**src/rtl/jk_pkg.sv**
```systemverilog
// jk_pkg: mode encodings shared by the JK register bank
package jk_pkg;
  typedef logic [1:0] mode_t;
  localparam mode_t MODE_JK  = 2'b00;
  localparam mode_t MODE_UP  = 2'b01;
  localparam mode_t MODE_DN  = 2'b10;
  localparam mode_t MODE_SHL = 2'b11;
endpackage

```
**src/rtl/jk_cell.sv**
```systemverilog
// jk_cell: single JK flip-flop with sync reset value, parallel load and clock enable
module jk_cell (
  input  logic clk,
  input  logic rst,
  input  logic rst_val,
  input  logic ld,
  input  logic ld_d,
  input  logic ce,
  input  logic j,
  input  logic k,
  output logic q
);
  always_ff @(posedge clk)
    if (rst) q <= rst_val;
    else if (ld) q <= ld_d;
    else if (ce) q <= (j & ~q) | (~k & q);
endmodule

```
**src/rtl/jk_reg_bank.sv**
```systemverilog
// jk_reg_bank: WIDTH-bit JK cell bank acting as JK register, up/down counter or shift register
module jk_reg_bank
  import jk_pkg::*;
#(
  parameter int              WIDTH   = 8,
  parameter logic [WIDTH-1:0] RST_VAL = {WIDTH{1'b1}}
) (
  input  logic             clk,
  input  logic             rst,
  input  logic             en,
  input  logic             load,
  input  logic [WIDTH-1:0] d,
  input  mode_t            mode,
  input  logic [WIDTH-1:0] j,
  input  logic [WIDTH-1:0] k,
  input  logic             sin,
  output logic [WIDTH-1:0] q,
  output logic             sout,
  output logic             tc
);
  logic [WIDTH-1:0] t_up, t_dn, src, jm, km;
  assign t_up[0] = 1'b1;
  assign t_dn[0] = 1'b1;
  assign src = {q[WIDTH-2:0], sin};
  genvar g;
  for (g = 0; g < WIDTH; g++) begin : g_cell
    if (g > 0) begin : g_t
      assign t_up[g] = &q[g-1:0];
      assign t_dn[g] = ~|q[g-1:0];
    end
    jk_cell u_cell (
      .clk     (clk),
      .rst     (rst),
      .rst_val (RST_VAL[g]),
      .ld      (load),
      .ld_d    (d[g]),
      .ce      (en),
      .j       (jm[g]),
      .k       (km[g]),
      .q       (q[g])
    );
  end
  always_comb begin
    jm = mode == MODE_JK ? j : mode == MODE_UP ? t_up : mode == MODE_DN ? t_dn : src;
    km = mode == MODE_JK ? k : mode == MODE_SHL ? ~src : jm;
  end
  assign sout = q[WIDTH-1];
  assign tc = en & ~load & ~rst & ((mode == MODE_UP & (&q)) | (mode == MODE_DN & ~|q));
endmodule

```
**config.mk**
```make
export PLATFORM = sky130hd
export DESIGN_NAME = jk_reg_bank
export DESIGN_NICKNAME = d
export VERILOG_FILES = /design/src/rtl/jk_pkg.sv /design/src/rtl/jk_cell.sv /design/src/rtl/jk_reg_bank.sv
export SDC_FILE = /design/constraint.sdc
export NUM_CORES = 1
export LEC_CHECK = 0
export CAP_MARGIN = 5
export CORE_MARGIN = 1.5
export CORE_UTILIZATION = 25
export CTS_CLUSTER_SIZE = 12
export DETAILED_ROUTE_END_ITERATION = 16
export PLACE_DENSITY = 0.57
export REMOVE_ABC_BUFFERS = 1
export SYNTH_ARGS = -nofsm -noshare
export SYNTH_HDL_FRONTEND = slang
export SYNTH_SLANG_ARGS = --single-unit
```
**constraint.sdc**
```tcl
create_clock -name clk -period 4.6 [get_ports clk]
set_input_delay 0.46 -clock clk [delete_from_list [all_inputs] [get_ports clk]]
set_output_delay 0.46 -clock clk [all_outputs]
set_load 0.05 [all_outputs]
```
* After elaboration in Yosys (flattened, before gate mapping)
Cells that the tools add are included. Widths: inputs -> output; s select.
Word-level totals: register bits after elaboration 8, input bits 31, output and inout port bits 10, logic and storage cells 105
Operators by class: eq/ne operators 3, multiplexer cells 21, bitwise operators 49, reductions and logical operators 24
Operator list (number):
- $mux 8 | 5
- $and 1x1->1 | 21
- $not 1->1 | 18
- $mux 1 | 16
- $or 1x1->1 | 9
- $logic_not 1->1 | 8
- $not 8->8 | 1
- $reduce_and 8->1 | 1
- $reduce_or 8->1 | 1
- $reduce_and 7->1 | 1
- $reduce_or 7->1 | 1
- $reduce_and 6->1 | 1
- $reduce_or 6->1 | 1
- $reduce_and 5->1 | 1
- $reduce_or 5->1 | 1
- $eq 2x2->1 const B | 2
- $reduce_and 4->1 | 1
- $reduce_or 4->1 | 1
- $reduce_and 3->1 | 1
- $reduce_or 3->1 | 1
- $eq 2x1->1 const B | 1
- $logic_not 2->1 | 1
- $reduce_and 2->1 | 1
- $reduce_bool 2->1 | 1
- $reduce_or 2->1 | 1

* Depth between registers and ports, before layout
word-level depth 12, depth in mapped cells 7

* Hierarchy
A second synthesis with hierarchy kept.
Unflattened totals: cells, all modules 144, area total of the unflattened synthesis 1048.5 µm²
Modules (own cells, without submodules):
- jk_cell | instances 8, cells each 8, area each 68.8 µm², seq. area each 30.0 µm²
- jk_reg_bank | instances 1, cells each 80, area each 498.0 µm², seq. area each 0.0 µm²

* Least setup slack after synthesis
No wires, ideal clock.
path type in2out, start input mode[0], end output tc, arrival 2.321 ns, path slack 1.819 ns, cell stages on the path 6, buffers on the path 2, cells stage by stage buf_2 > buf_1 > nand2_1 > nor3_1 > mux2i_1 > nor3_1
Between the ends: cells in the longest elaborated chain, start to end 4, elaborated cells on any way between the ends 6
Ends and longest elaborated chain:
- start: declaration | line jk_reg_bank.sv:13 | input mode_t mode,
- $eq 2x1->1 or $eq 2x2->1 (tied branches) | line jk_reg_bank.sv:48 | assign tc = en & ~load & ~rst & ((mode == MODE_UP & (&q)) | (mode == MODE_DN & ~|q));
- $and 1x1->1 | line jk_reg_bank.sv:48
- $or 1x1->1 * | line jk_reg_bank.sv:48
- $and 1x1->1 * | line jk_reg_bank.sv:48
- end: declaration | line jk_reg_bank.sv:19 | output logic tc
Mark *: on every way between the ends. The rest lies on a longest branch, timed or not.

* Final worst setup path
Ends and elaborated chain as after synthesis.

==> qor.tcl <==
set qor(grt_setup_unrepaired) {false}
set qor(leakage_nw) 0.491
set qor(dr.pass1.iters) 4
set qor(number_of_nets_at_the_end_of_the_flow) 193
set qor(holdWs_ns) 0.564
set qor(maxSlewHeadroom_pct) 53.7
set qor(rows) 23
set qor(boundaryPins) 41
set qor(report.final.setup_viol) 0
set qor(post_route_cells_drive_above_1_share_pct) 7.50
set qor(post_synth_instance_area_um2) 1020
set qor(globalRoute.totalOverflow) 0
set qor(timing.final.max_slew_violations) 0
set qor(top_count_cell_post_synth) {sky130_fd_sc_hd__buf_4}
set qor(crit_path_max_fanout) 21
set qor(synth_top_cell_area_share_pct) 15.7
set qor(number_of_antenna_violations_at_the_first_check_in_global_routing) 0
set qor(gp_congestion) 0.903
set qor(vias_per_cell) 5.31
set qor(dpl_cell_area_um2) 1350
set qor(grt_first_pass_wirelength_um) 4510
set qor(die-width_um) 66.8
set qor(crit_path_start_kind) {primary input}
set qor(drt_iter0_markers) 90
set qor(cts_hold_repair.buffers) 0
set qor(critPathKind) {in -> out}
set qor(ys.flop_type) {sky130_fd_sc_hd__dfxtp_1}
set qor(synth-edff-count) 0
set qor(post-synth-top-area-cell) {sky130_fd_sc_hd__dfxtp_1}
set qor(status) {completed}
set qor(max_reg_flops) 8
set qor(timing.hold.worst.class) {reg -> reg}
set qor(grt_usage_pct) 13.5
set qor(synth.ff_latch_count) 8
set qor(fp.dieArea_um2) 4470
set qor(ctsHtreeMaxLevel) 1
set qor(hold_violations) 0
set qor(synth_area_per_cell_um2) 7.33
set qor(syn_inst) 139
set qor(coreArea_um2) 3970
set qor(clock_tree.root_cell) {sky130_fd_sc_hd__clkbuf_8}
set qor(registers.top_by_ff_count) {g_cell.u_cell.q}
set qor(pwr_density_cell_nw_per_um2) 222
set qor(post_cts.repair.setup_buffers) 0
set qor(cts.repair.resized) 0
set qor(ys_top_cells_by_area) {sky130_fd_sc_hd__dfxtp_1, sky130_fd_sc_hd__buf_4, sky130_fd_sc_hd__a211oi_1, sky130_fd_sc_hd__a21oi_1, sky130_fd_sc_hd__o21ai_0}
set qor(power.ir.vdd_worst_v) 0.0000853
set qor(grt_start_max_net_pins) 28
set qor(io_port_bufs) 40
set qor(asyncSetResetFlopFracSynth_pct) 0
set qor(synth.yosys.seq_area_share_pct) 15.7
set qor(drt.antenna.violating_nets) 0
set qor(worst-slew-pin-transition_ns) 0.693
set qor(post-dp-hpwl_um) 2060
set qor(drcViolationCount) 0
set qor(n_antenna_cell) 0
set qor(first_global_vias) 962
set qor(cp_data_arrival_time_ns) 3.03
set qor(period_needed_ns) 3.49
set qor(ys_top_cells_by_count) {sky130_fd_sc_hd__buf_4, sky130_fd_sc_hd__nand2_1, sky130_fd_sc_hd__a21oi_1}
set qor(max_cap_viol_count) 0
set qor(finalCoreUtilization_pct) 35.1
set qor(period_share_pct) 75.8
set qor(clk_buf_depth) 2
set qor(die-height_um) 66.8
set qor(total_number_of_yosys_warnings) 0
set qor(fin_setup_tns_ns) 0
set qor(finish.instance_area_um2) 1390
set qor(cts.sink_count) 8
set qor(required_ns) 4.14
set qor(clock-skew-final_ns) 0.00164
set qor(path_clk_slew_ns) 0.04
set qor(fmaxAchievable_ghz) 0.287
set qor(postRouteWirelength_um) 2930
set qor(area_growth_syn_to_layout_pct) 36.7
set qor(end_kind) {primary output}
set qor(start_util_pct) 25.6
set qor(cts_bufs_inserted) 3
set qor(worst_skew_pair.late_latency_ns) 0.23
set qor(pre_cts_ws_ns) 1.14
set qor(finalWorstSetupSlack_ns) 1.11
set qor(layout_top_registers) {g_cell.u_cell.q: 8 flops}
set qor(yosysUniqueCellTypes) 50
set qor(detailed_route_via_count) 1116
set qor(drt-wirelength-per-cell_um) 14.0
set qor(cts_tree) {yes}
## cells in the final DEF, fill, tap and decap left out, types with 2 or more instances in the layout
| master | count |
|---|---|
| sky130_fd_sc_hd__dfxtp_1 | 8 |
| sky130_fd_sc_hd__nand2b_1 | 4 |
| sky130_fd_sc_hd__o211ai_1 | 4 |
| sky130_fd_sc_hd__nor2b_1 | 4 |
| sky130_fd_sc_hd__a211oi_1 | 7 |
| sky130_fd_sc_hd__nor2_1 | 6 |
| sky130_fd_sc_hd__nand3b_1 | 4 |
| sky130_fd_sc_hd__buf_4 | 2 |
| sky130_fd_sc_hd__a211o_1 | 2 |
| sky130_fd_sc_hd__a21o_1 | 2 |
| sky130_fd_sc_hd__clkdlybuf4s50_1 | 40 |
| sky130_fd_sc_hd__mux2i_1 | 3 |
| sky130_fd_sc_hd__o21ai_0 | 8 |
| sky130_fd_sc_hd__nor3b_1 | 2 |
| sky130_fd_sc_hd__a21oi_1 | 9 |
| sky130_fd_sc_hd__nor3_1 | 7 |
| sky130_fd_sc_hd__o311ai_0 | 2 |
| sky130_fd_sc_hd__nand2_1 | 10 |
| sky130_fd_sc_hd__a31oi_1 | 2 |
| sky130_fd_sc_hd__inv_1 | 5 |
| sky130_fd_sc_hd__clkbuf_8 | 3 |
## power by group
group          internal [mW]  switching (mW)
clock                 0.0570          0.0313
combinational         0.0632          0.0651
sequential            0.0755          0.0173
## final timing paths
path / start / end / slack (ns) / cells after the start
worst max-delay path: mode[0] / tc / 1.11 / 6
worst min-delay path: g_cell[7].u_cell.q / g_cell[7].u_cell.q / 0.56 / 1
worst max register to register: g_cell[0].u_cell.q / g_cell[6].u_cell.q / 2.72 / 5
worst min register to register: g_cell[7].u_cell.q / g_cell[7].u_cell.q / 0.56 / 1
## layer usage
metal  vias to the layer above  share of wire (%)  track usage (%)
li1                        562                  -                -
met1                       512                 48             18.0
met2                        37                 45             20.9
met3                         5                6.0             3.21
met4                         0                1.2             5.36
met5                         -                  0                0
## worst max-delay path, cell delays in order
cell,delay [ns]
sky130_fd_sc_hd__clkdlybuf4s50_1,0.77
sky130_fd_sc_hd__nand2b_1,0.39
sky130_fd_sc_hd__nor3_1,0.24
sky130_fd_sc_hd__mux2i_1,0.12
sky130_fd_sc_hd__nor3_1,0.21
sky130_fd_sc_hd__clkdlybuf4s50_1,0.84
## cells by family after synthesis
family | Yosys count | share of synthesized area (%)
simple gates | 46 | 26.7
flops | 8 | 15.7
buf+inv | 29 | 16.1
xor+xnor | 2 | 1.72
mux | 4 | 4.05
compound gates | 50 | 35.8
## final cells by class
class,instances,area [um^2]
clock buffers,3,41.3
fillers,421,2580
inverters,5,18.8
multi-input cells,102,694
flip-flops and latches,8,160
well taps,50,62.6
repair buffers,42,415
## stage by stage
stage          power [mW]  cells
6_report            0.309    210
5_1_grt             0.330    210
2_1_floorplan       0.161    115
3_5_place_dp        0.222    207
3_3_place_gp        0.220    207
4_1_cts             0.311    210
No activity file was read; power rests on OpenSTA's default activity.
